[src/rtl/byte_frame_tx_if.sv]
// Purpose: groups the byte handshake and serial-line outputs of byte_frame_tx.
// Latency: none, wiring only.
// Backpressure: d_ready from the slave throttles d_valid/d from the master.
// Ports (slave view):
//   d[7:0], d_valid      in   byte offered by the upstream register stage
//   d_ready              out  byte accepted on an edge where both are high
//   txd, busy, frame_done out serial line and frame status
interface byte_frame_tx_if;
    logic [7:0] d;
    logic       d_valid;
    logic       d_ready;
    logic       txd;
    logic       busy;
    logic       frame_done;

    modport master (
        output d, d_valid,
        input  d_ready, txd, busy, frame_done
    );

    modport slave (
        input  d, d_valid,
        output d_ready, txd, busy, frame_done
    );
endinterface

[src/rtl/byte_frame_tx.sv]
// Purpose: serialises one byte per frame: start, 8 data bits LSB-first, optional even parity, stop.
// Latency: txd drops on the accept edge; frame lasts (10+PARITY_EN)*CLKS_PER_BIT cycles.
// Backpressure: d_ready is high only in IDLE; d_valid at any other time is ignored, not stored.
// Ports: clk, reset (async, active-high); bus (slave modport) carries d, d_valid, d_ready,
//        txd (idle high), busy (high outside IDLE), frame_done (one-cycle pulse at frame end).
module byte_frame_tx #(
    parameter int CLKS_PER_BIT = 4,
    parameter int PARITY_EN    = 1
) (
    input  logic           clk,
    input  logic           reset,
    byte_frame_tx_if.slave bus
);

    localparam int CNT_W = (CLKS_PER_BIT > 1) ? $clog2(CLKS_PER_BIT) : 1;
    localparam logic [CNT_W-1:0] CYC_LAST = CNT_W'(CLKS_PER_BIT - 1);

    typedef enum logic [2:0] {
        S_IDLE,
        S_START,
        S_DATA,
        S_PARITY,
        S_STOP
    } state_t;

    state_t           state_q, state_d;
    logic [CNT_W-1:0] cyc_cnt_q, cyc_cnt_d;
    logic [2:0]       bit_cnt_q, bit_cnt_d;
    logic [7:0]       shift_q, shift_d;
    logic             parity_q, parity_d;
    logic             txd_q, txd_d;
    logic             d_ready_q, d_ready_d;
    logic             busy_q, busy_d;
    logic             frame_done_q, frame_done_d;

    logic             bit_end;

    // Every bit period ends on the last cycle-counter value.
    assign bit_end = (cyc_cnt_q == CYC_LAST);

    always_comb begin
        state_d      = state_q;
        cyc_cnt_d    = cyc_cnt_q;
        bit_cnt_d    = bit_cnt_q;
        shift_d      = shift_q;
        parity_d     = parity_q;
        txd_d        = txd_q;
        d_ready_d    = d_ready_q;
        busy_d       = busy_q;
        frame_done_d = 1'b0;

        // Outside IDLE the cycle counter free-runs through each bit period.
        if (state_q != S_IDLE) begin
            cyc_cnt_d = bit_end ? '0 : cyc_cnt_q + CNT_W'(1);
        end

        unique case (state_q)
            S_IDLE: begin
                txd_d = 1'b1;
                if (bus.d_valid) begin
                    shift_d   = bus.d;
                    parity_d  = ^bus.d;
                    cyc_cnt_d = '0;
                    bit_cnt_d = '0;
                    txd_d     = 1'b0;
                    d_ready_d = 1'b0;
                    busy_d    = 1'b1;
                    state_d   = S_START;
                end
            end
            S_START: begin
                if (bit_end) begin
                    txd_d   = shift_q[0];
                    state_d = S_DATA;
                end
            end
            S_DATA: begin
                if (bit_end) begin
                    if (bit_cnt_q == 3'd7) begin
                        bit_cnt_d = '0;
                        if (PARITY_EN != 0) begin
                            txd_d   = parity_q;
                            state_d = S_PARITY;
                        end else begin
                            txd_d   = 1'b1;
                            state_d = S_STOP;
                        end
                    end else begin
                        // Present the next bit now; the shift keeps it at the LSB.
                        bit_cnt_d = bit_cnt_q + 3'd1;
                        shift_d   = {1'b0, shift_q[7:1]};
                        txd_d     = shift_q[1];
                    end
                end
            end
            S_PARITY: begin
                if (bit_end) begin
                    txd_d   = 1'b1;
                    state_d = S_STOP;
                end
            end
            S_STOP: begin
                if (bit_end) begin
                    d_ready_d    = 1'b1;
                    busy_d       = 1'b0;
                    frame_done_d = 1'b1;
                    state_d      = S_IDLE;
                end
            end
            default: begin
                txd_d     = 1'b1;
                d_ready_d = 1'b1;
                busy_d    = 1'b0;
                state_d   = S_IDLE;
            end
        endcase
    end

    always_ff @(posedge clk or posedge reset) begin
        if (reset) begin
            state_q      <= S_IDLE;
            cyc_cnt_q    <= '0;
            bit_cnt_q    <= '0;
            shift_q      <= '0;
            parity_q     <= 1'b0;
            txd_q        <= 1'b1;
            d_ready_q    <= 1'b1;
            busy_q       <= 1'b0;
            frame_done_q <= 1'b0;
        end else begin
            state_q      <= state_d;
            cyc_cnt_q    <= cyc_cnt_d;
            bit_cnt_q    <= bit_cnt_d;
            shift_q      <= shift_d;
            parity_q     <= parity_d;
            txd_q        <= txd_d;
            d_ready_q    <= d_ready_d;
            busy_q       <= busy_d;
            frame_done_q <= frame_done_d;
        end
    end

    assign bus.txd        = txd_q;
    assign bus.d_ready    = d_ready_q;
    assign bus.busy       = busy_q;
    assign bus.frame_done = frame_done_q;

endmodule

[src/flat_wrapper.sv]
// flat-port wrapper written by rule: the top's interface ports become plain ports
module byte_frame_tx_flat 
#(
    parameter int CLKS_PER_BIT = 4,
    parameter int PARITY_EN    = 1
)
  (clk, reset, bus_d, bus_d_valid, bus_d_ready, bus_txd, bus_busy, bus_frame_done);
  byte_frame_tx_if bus_i ();
  input  logic clk;
  input  logic reset;
  input wire logic [$bits(bus_i.d)-1:0] bus_d;
  input wire logic [$bits(bus_i.d_valid)-1:0] bus_d_valid;
  output wire logic [$bits(bus_i.d_ready)-1:0] bus_d_ready;
  output wire logic [$bits(bus_i.txd)-1:0] bus_txd;
  output wire logic [$bits(bus_i.busy)-1:0] bus_busy;
  output wire logic [$bits(bus_i.frame_done)-1:0] bus_frame_done;
  assign bus_i.d = bus_d;
  assign bus_i.d_valid = bus_d_valid;
  assign bus_d_ready = bus_i.d_ready;
  assign bus_txd = bus_i.txd;
  assign bus_busy = bus_i.busy;
  assign bus_frame_done = bus_i.frame_done;
  byte_frame_tx #(.CLKS_PER_BIT(CLKS_PER_BIT), .PARITY_EN(PARITY_EN)) u_core (.clk(clk), .reset(reset), .bus(bus_i));
endmodule
[config.mk]
export PLATFORM = sky130hd
export DESIGN_NAME = byte_frame_tx_flat
export DESIGN_NICKNAME = d
export VERILOG_FILES = /design/src/rtl/byte_frame_tx_if.sv /design/src/rtl/byte_frame_tx.sv /design/src/flat_wrapper.sv
export SDC_FILE = /design/constraint.sdc
export NUM_CORES = 1
export LEC_CHECK = 0
export ABC_CLOCK_PERIOD_IN_PS = 2100
export BUFFER_PORTS_ARGS = -buffer_cell sky130_fd_sc_hd__buf_4
export CORE_ASPECT_RATIO = 1.4
export CORE_MARGIN = 1.5
export CORE_UTILIZATION = 49
export DETAILED_ROUTE_END_ITERATION = 8
export PLACE_DENSITY = 0.69
export SYNTH_ARGS = -nofsm -noshare
export SYNTH_HDL_FRONTEND = slang
export SYNTH_SLANG_ARGS = --single-unit
[constraint.sdc]
create_clock -name clk -period 2.1 [get_ports clk]
set_input_delay 0.42 -clock clk [delete_from_list [all_inputs] [get_ports clk]]
set_output_delay 0.42 -clock clk [all_outputs]
set_load 0.02 [all_outputs]
==> impl_metrics.env <==
export IMPL_routed_wl_met3_um=57
export IMPL_dr_pass1_iters=2
export IMPL_clkTransAtPathRegs_ns=0.11
export IMPL_crit_path_end_kind="flip-flop"
export IMPL_p_leak_nw=0.586
export IMPL_die_w_um=44.2
export IMPL_synthToLayoutAreaGrowth_pct=11.3
export IMPL_clk_path_buf_depth=2
export IMPL_vdd_drop_max_mv=0.577
export IMPL_relSlewSlack_pct=60.4
export IMPL_fillers=207
export IMPL_pre_cts_ws_ns=0.374
export IMPL_outcome="finished, final reports clean"
export IMPL_met1_length_um=832
export IMPL_synthesis_area_sq_um=1160
export IMPL_wl_per_cell_um=12.2
export IMPL_worst_slew_pin_slew_ns=0.591
export IMPL_synth_seq_area_share_pct=45.4
export IMPL_fin_crit_sh_pct=81.9
export IMPL_critPathLaunchType="flip-flop"
export IMPL_grt_pass1_vias=753
export IMPL_hold_violations=0
export IMPL_port_buffers=14
export IMPL_synth_seq_cells=21
export IMPL_place_gp_congestion=0.774
export IMPL_place_hpwl_mm=1.40
export IMPL_start_util_pct=52.8
export IMPL_drc=0
export IMPL_post_cts_buffers=0
export IMPL_period_needed_ns=1.72
export IMPL_cts_root_buf="clkbuf_4"
export IMPL_cts_sinks=21
export IMPL_cts_repair_resized=0
export IMPL_io_pin_count=15
export IMPL_yosysTopAreaCell="dfrtp_1"
export IMPL_grt_pass1_wl_mm=3.30
export IMPL_synth_top_cells_by_area="dfrtp_1 41%, mux2i_1 8.6%, xnor2_1 5.3%"
export IMPL_routed_wl_mm=1.84
export IMPL_synth_area_per_cell_sq_um=10.2
export IMPL_h_tree_depth=1
export IMPL_cap_violations=0
export IMPL_setup_slack_ns=0.380
export IMPL_worstPathRequired_ns=2.33
export IMPL_vias=824
export IMPL_via_per_inst=5.46
export IMPL_max_freq_ghz=0.581
export IMPL_yosysWarnings=0
export IMPL_rows=20
export IMPL_dieArea_sq_um=2680
export IMPL_grtUsageTotal_pct=16.5
export IMPL_crit_type="flip-flop to flip-flop"
export IMPL_power_mw=1.60
export IMPL_yosysUniqueCellTypes=30
export IMPL_worstPathArrival_ns=1.95
export IMPL_dr_first_iter_drc_count=20
export IMPL_dr_wl_met2_um=916
export IMPL_netlist_area_leader_share_pct=40.9
export IMPL_ctsHoldBuffers=0
export IMPL_drive_gt1_share_pct=21.7
export IMPL_clock_latency_ns=0.30
export IMPL_pwr_density_cell_nw_per_um2=1240
export IMPL_maxUsedRoutingLayer="met4"
export IMPL_setup_viol=0
export IMPL_holdWs_ns=0.137
export IMPL_syn_nets=129
export IMPL_cts_tree="built"
export IMPL_nNetsFinal=145
export IMPL_numCtsBuffers=3
export IMPL_slew_violations=0
export IMPL_synth_cells=114
export IMPL_antenna_found_initial=0
export IMPL_drtAntennaViolNets=0
export IMPL_dieHeight_um=60.6
export IMPL_core_area_sq_um=2200
export IMPL_final_util_pct=58.8
export IMPL_grt_max_degree=22
export IMPL_diodes=0
export IMPL_globalRouteOverflowTotal=0
export IMPL_hold_path_class="input port to asynchronous set/reset pin"
export IMPL_critPathMaxFanout=15
export IMPL_rsz0062_at_grt="no"
export IMPL_finClkSkew_ns=0.00219
export IMPL_totalNegativeSetupSlack_ns=0
-- flip-flops by register name, indices dropped and copies added, names as in the netlist --
register	flops
u_core.bit_cnt_q	3
u_core.bus.txd	1
u_core.cyc_cnt_q	2
u_core.parity_q	1
u_core.bus.d_ready	1
u_core.bus.busy	1
u_core.state_q	3
u_core.shift_q	8
u_core.bus.frame_done	1
-- cell usage in the layout (no fill, tap or decap), types with 2 or more instances in the layout --
cell,count
nor2_1,15
mux2i_1,10
a21oi_1,7
a21oi_2,2
inv_1,7
a21o_1,2
xnor2_1,7
ha_1,4
clkbuf_4,3
nand3_1,7
nand2_1,6
buf_4,17
dfrtp_1,19
dfstp_2,2
o21ai_0,6
-- cell usage after synthesis --
cell type  number
mux2_1          1
xor2_1          1
and2_1          1
buf_4           3
and3_1          1
nor2_1         15
buf_2           1
nand3_1         7
buf_6           2
dfrtp_1        19
nor3_2          1
dfstp_2         2
ha_1            4
nor3b_2         1
a21oi_2         2
nand2b_1        1
or3_1           1
a21oi_1         7
mux2i_1        10
a21o_1          2
o31ai_1         1
a22oi_1         1
inv_1           7
nand3b_4        1
xnor2_1         7
o21ai_0         6
nand2_1         6
nor3_1          1
a211oi_4        1
a211oi_1        1
-- power by group --
part	internal, mW	switching (mW)	leakage, nW
sequential	0.578	0.171	0.248
clock	0.0739	0.115	0.0150
combinational	0.323	0.342	0.323
total	0.975	0.628	0.586
-- worst paths after layout --
kind                                      to  cells after the start  slack (ns)                start
max                        u_core.shift_q[5]                      7        0.38  u_core.bit_cnt_q[0]
min                        u_core.shift_q[5]                      3        0.14                reset
max reg2reg                u_core.shift_q[5]                      7        0.38  u_core.bit_cnt_q[0]
min reg2reg                  u_core.bus.busy                      1        0.49      u_core.bus.busy
max in group asynchronous     u_core.bus.txd                      3        1.69                reset
min in group clk           u_core.shift_q[7]                      3        0.35             bus_d[7]
-- worst max-delay path: stages (launching register included) --
cell	delay, ns
dfrtp_1	0.41
ha_1	0.22
ha_1	0.21
nand3b_4	0.17
a211oi_4	0.23
buf_4	0.23
nor2_1	0.06
a21oi_1	0.12
-- cell type report --
| class | instances | area [sq um] | area share [%] |
|---|---|---|---|
| Multi-Input combinational cell | 80 | 558 | 43.1 |
| Sequential cell | 21 | 528 | 40.8 |
| Timing Repair Buffer | 17 | 128 | 9.86 |
| Tap cell | 22 | 27.5 | 2.13 |
| Clock buffer | 4 | 26.3 | 2.03 |
| Inverter | 7 | 26.3 | 2.03 |
-- layer usage --
| layer | vias to the layer above | GRT usage [%] |
|---|---|---|
| met5 | - | 0 |
| met4 | 0 | 7.79 |
| met3 | 4 | 1.79 |
| met2 | 14 | 27.5 |
| met1 | 395 | 21.4 |
| li1 | 411 | - |
-- cells by family after synthesis --
family / Yosys count / share of synthesized area [%]
buffers and inverters: 13 / 6.57
XOR/XNOR: 8 / 6.03
flip-flops: 21 / 45.4
AND/OR/NAND/NOR: 36 / 16.0
adder cells (fa/ha/maj): 4 / 4.31
multiplexers: 11 / 9.58
AO/OA/AOI/OAI: 21 / 12.1
-- per-stage QoR --
step	area, sq um	cells
after global placement	1270	147
after detailed placement	1270	147
after CTS	1290	151
after floorplan	1160	114
after global routing	1290	151
final	1290	151
Note: power is estimated with default switching activity, not from simulation.
